<file path="config.mk">
export PLATFORM = sky130hd
export DESIGN_NAME = mux_4x1_nbit_flat
export DESIGN_NICKNAME = d
export VERILOG_FILES = /design/src/rtl/mux_4x1_nbit_if.sv /design/src/rtl/mux_4x1_nbit.sv /design/src/flat_wrapper.sv
export SDC_FILE = /design/constraint.sdc
export NUM_CORES = 1
export LEC_CHECK = 0
export CAP_MARGIN = 20
export CORE_AREA = 2 2 39 41
export CTS_BUF_LIST = sky130_fd_sc_hd__clkbuf_8 sky130_fd_sc_hd__clkbuf_16
export CTS_CLUSTER_SIZE = 24
export DETAILED_ROUTE_END_ITERATION = 12
export DIE_AREA = 0 0 41 43
export PLACE_DENSITY = 0.76
export SLEW_MARGIN = 20
export SYNTH_ARGS = -nofsm -noshare
export SYNTH_HDL_FRONTEND = slang
export SYNTH_SLANG_ARGS = --single-unit
</file>
<file path="constraint.sdc">
create_clock -name clk -period 4.6 [get_ports clk]
set_input_delay 1.38 -clock clk [delete_from_list [all_inputs] [get_ports clk]]
set_output_delay 1.38 -clock clk [all_outputs]
set_load 0.1 [all_outputs]
</file>
<file path="src/rtl/mux_4x1_nbit_if.sv">
// Bundle for the 4-input word selector: capture strobe, select, four data
// words in; registered word, valid flag, latched select and change pulse out.
interface mux_4x1_nbit_if #(
    parameter int n = 4
) ();
    logic           en;
    logic [n-1:0]   A;
    logic [n-1:0]   B;
    logic [n-1:0]   C;
    logic [n-1:0]   D;
    logic [1:0]     S;
    logic [n-1:0]   Y;
    logic           Y_valid;
    logic [1:0]     S_q;
    logic           Y_changed;

    modport master (
        output en, A, B, C, D, S,
        input  Y, Y_valid, S_q, Y_changed
    );

    modport slave (
        input  en, A, B, C, D, S,
        output Y, Y_valid, S_q, Y_changed
    );
endinterface

</file>
<file path="src/rtl/mux_4x1_nbit.sv">
// n-bit 4:1 word selector with a one-cycle registered output, a valid flag,
// the latched select code and a one-cycle pulse when a capture changes Y.
module mux_4x1_nbit #(
    parameter int n = 4
) (
    input  logic          clk,
    input  logic          rst,
    mux_4x1_nbit_if.slave bus
);
    logic [n-1:0] sel_d;
    logic [n-1:0] y_q;
    logic [n-1:0] y_d;
    logic         valid_q;
    logic         valid_d;
    logic [1:0]   s_q;
    logic [1:0]   s_d;
    logic         changed_q;
    logic         changed_d;

    always_comb begin
        sel_d = bus.D;
        unique case (bus.S)
            2'b00:   sel_d = bus.A;
            2'b01:   sel_d = bus.B;
            2'b10:   sel_d = bus.C;
            default: sel_d = bus.D;
        endcase
    end

    // The first capture after reset always pulses, even when the word equals
    // the cleared register contents.
    always_comb begin
        y_d       = y_q;
        valid_d   = valid_q;
        s_d       = s_q;
        changed_d = 1'b0;
        if (bus.en) begin
            y_d       = sel_d;
            valid_d   = 1'b1;
            s_d       = bus.S;
            changed_d = (sel_d != y_q) || !valid_q;
        end
    end

    always_ff @(posedge clk) begin
        if (rst) begin
            y_q       <= '0;
            valid_q   <= 1'b0;
            s_q       <= 2'b00;
            changed_q <= 1'b0;
        end else begin
            y_q       <= y_d;
            valid_q   <= valid_d;
            s_q       <= s_d;
            changed_q <= changed_d;
        end
    end

    assign bus.Y         = y_q;
    assign bus.Y_valid   = valid_q;
    assign bus.S_q       = s_q;
    assign bus.Y_changed = changed_q;
endmodule

</file>
<file path="src/flat_wrapper.sv">
// flat-port wrapper written by rule: the top's interface ports become plain ports
module mux_4x1_nbit_flat 
#(
    parameter int n = 4
)
  (clk, rst, bus_en, bus_A, bus_B, bus_C, bus_D, bus_S, bus_Y, bus_Y_valid, bus_S_q, bus_Y_changed);
  mux_4x1_nbit_if #(.n(n)) bus_i ();
  input  logic clk;
  input  logic rst;
  input wire logic [$bits(bus_i.en)-1:0] bus_en;
  input wire logic [$bits(bus_i.A)-1:0] bus_A;
  input wire logic [$bits(bus_i.B)-1:0] bus_B;
  input wire logic [$bits(bus_i.C)-1:0] bus_C;
  input wire logic [$bits(bus_i.D)-1:0] bus_D;
  input wire logic [$bits(bus_i.S)-1:0] bus_S;
  output wire logic [$bits(bus_i.Y)-1:0] bus_Y;
  output wire logic [$bits(bus_i.Y_valid)-1:0] bus_Y_valid;
  output wire logic [$bits(bus_i.S_q)-1:0] bus_S_q;
  output wire logic [$bits(bus_i.Y_changed)-1:0] bus_Y_changed;
  assign bus_i.en = bus_en;
  assign bus_i.A = bus_A;
  assign bus_i.B = bus_B;
  assign bus_i.C = bus_C;
  assign bus_i.D = bus_D;
  assign bus_i.S = bus_S;
  assign bus_Y = bus_i.Y;
  assign bus_Y_valid = bus_i.Y_valid;
  assign bus_S_q = bus_i.S_q;
  assign bus_Y_changed = bus_i.Y_changed;
  mux_4x1_nbit #(.n(n)) u_core (.clk(clk), .rst(rst), .bus(bus_i));
endmodule
</file>
==> flow_summary.ini <==
[worst_setup_path]
reg2regPathDepth = 3
reg2reg_setup_slack_ps = 3660
critical_path.max_fanout = 4
cp_num_buf_inv = 1
path_class = reg2out
worst_r2r_endpoint = u_core.bus.Y_changed
cp_top_family = buffers and inverters
crit_slowest_cell = sky130_fd_sc_hd__clkdlybuf4s50_1
cpPeakStageDelay_ps = 1160
critPathRequiredTime_ps = 3220
critPathCaptureType = output pin
r2r_start = u_core.bus.Y[0]
timing.critical_path.arrival_ps = 1760
startpoint_type = flop
critical_path.cell_chain = clkdlybuf4s50_1

[route]
initialDrtViolationCount = 1
drt_pre_antenna_iters = 2
wirelength_um = 1120
vias_per_cell = 4.67
wl_per_cell_um = 12.7
ant_nets = 0
dr_total_vias = 411
drc = 0

[clock_tree]
clk_pin_slew_ps = 40
cts_root_buffer = sky130_fd_sc_hd__clkbuf_8
tritoncts = done
tritoncts.num_buffers = 3
cts_sinks = 8
post-cts-setup-buffers = 0
number_of_buffers_on_the_longest_clock_path = 2
htree_levels = 1
post_cts_resize_count = 0
clk_latency_ps = 230
cts_hold_buffers = 0

[cells_and_area]
fin_cells = 88
final_core_utilization_pct = 55.8
final_area_um2 = 772
flow.area_growth_from_synthesis_pct = 70.0
layout-drive-gt1-share_pct = 6.94
insertedDiodeCount = 0
mostFrequentLayoutCell = sky130_fd_sc_hd__clkdlybuf4s50_1
commonest_cells_after_routing_fill_and_taps_aside = sky130_fd_sc_hd__clkdlybuf4s50_1 (28), sky130_fd_sc_hd__nor2_1 (9), sky130_fd_sc_hd__dfxtp_1 (8)
layout.nets = 95

[timing]
period_share_pct = 68.3
setup_total_negative_slack_ps = 0
final_setup_violation_count = 0
fin_hold_ws_ps = 496
clock-skew-final_ps = 3.97
timing.final.ws_setup_ps = 1460
finalHoldViolCount = 0
timing.final.crit_period_ps = 3140
slew_headroom_pct = 35.6
max_freq_mhz = 318
slew_of_the_pin_with_the_lowest_slew_margin_ps = 964
slew_violations = 0
grt_setup_unrepaired = no

[pwr]
total_power_uw = 248
power-per-cell-area_nw_per_um2 = 322
vdd.ir_drop.worst_v = 0.000243
leakage_component_of_the_power_nw = 0.312

[floorplan]
design.portCount = 29
dieArea_um2 = 1760
rows = 14
die_y_um = 43
die_width_um = 41
initial_util_pct = 32.8
coreArea_um2 = 1380

[placed_design]
dpl-instance-area_um2 = 731
gp_congestion = 0.645
detailedPlace.worstSlack_ps = 1380
dpl.cell_count = 85
dp_hpwl_um = 831
portBuffers = 28

[hold_path]
min_delay_worst_endpoint = u_core.bus.Y_valid
worst_hold_path_depth = 2
hold_removal_path_class = reg2reg
hp-start = u_core.bus.Y_valid

[yosys]
postSynthRegisterBits = 8
post_synth.cell_area_avg_um2 = 10.1
synth_nets = 66
syn_inst = 45
netlist_area_um2 = 454
synth-warning-count = 0
number_of_library_cell_types_mapped_by_synthesis = 17
sequential_element_share_of_the_synthesized_area_pct = 35.3

[status]
status = finished clean

[grt]
global_route_wire_length_before_repair_um = 1760
grt_antenna_before_repair = 0
vias_in_the_first_global_route = 421
grt.overflow.total = 0
pin_count_of_the_biggest_net_entering_global_routing = 10
grt_util_all_layers_pct = 14.7

[flow_run]
maxCapViolations = 0
==> worst max path at each step <==
stage                    startpoint                   end  slack [ps]  cells after the start
floorplan                  bus_S[0]  u_core.bus.Y_changed        2060                      4
finish              u_core.bus.Y[0]              bus_Y[0]        1460                      1
detailed placement         bus_S[0]  u_core.bus.Y_changed        1380                      4
global placement           bus_S[0]  u_core.bus.Y_changed        1460                      5
global route        u_core.bus.Y[3]              bus_Y[3]        1420                      1
CTS                 u_core.bus.Y[0]              bus_Y[0]        1450                      1
==> cell type report <==
class / instances / area [um^2]
Sequential cell: 8 / 160
Fill cell: 129 / 612
Clock buffer: 3 / 41.3
Multi-Input combinational cell: 32 / 267
Inverter: 1 / 3.75
Timing Repair Buffer: 28 / 280
Tap cell: 16 / 20.0
==> power breakdown <==
part	internal, mW	switching (mW)	total (mW)
Clock	0.0565	0.0257	0.0823
Sequential	0.0746	0.00373	0.0783
Combinational	0.0362	0.0515	0.0878
Total	0.167	0.0810	0.248
==> cell families (layout without fill, tap and decap cells) <==
| kind of cell | Yosys count | count (layout) | share of synthesized area, % |
|---|---|---|---|
| simple gates | 14 | 14 | 13.2 |
| compound gates | 3 | 3 | 4.69 |
| mux | 10 | 10 | 31.1 |
| buf+inv | 5 | 32 | 6.06 |
| flops | 8 | 8 | 35.3 |
| xor+xnor | 5 | 5 | 9.64 |
==> registers in the layout (all words and copies together) (netlist names) <==
register              flops
u_core.bus.Y_valid        1
u_core.bus.S_q            2
u_core.bus.Y              4
u_core.bus.Y_changed      1
==> tightest hold or removal path: stages (launching register included) <==
cell and delay, ps:
sky130_fd_sc_hd__dfxtp_1 320, sky130_fd_sc_hd__nor2_1 90, sky130_fd_sc_hd__nor2_1 40
==> cells in the mapped netlist (all sizes together) <==
cell type  n  area share [%]
nor2       9             7.4
o22ai      1             1.4
buf        2             3.6
clkbuf     2             1.7
dfxtp      8              35
a31oi      1             1.4
mux4       3              16
mux2i      7              15
nor2b      1             1.4
inv        1            0.83
xor2       2             3.9
a311oi     1             1.9
xnor2      3             5.8
nand2b     2             2.8
nand2      2             1.7
==> routing by layer <==
metal	GRT usage (%)	share of wire [%]	up-vias
met5	0	0	-
met3	6.28	9.1	3
li1	-	-	211
met2	22.5	48	16
met4	4.00	0.89	0
met1	18.4	42	181
Power figures use the tool's default switching activity.
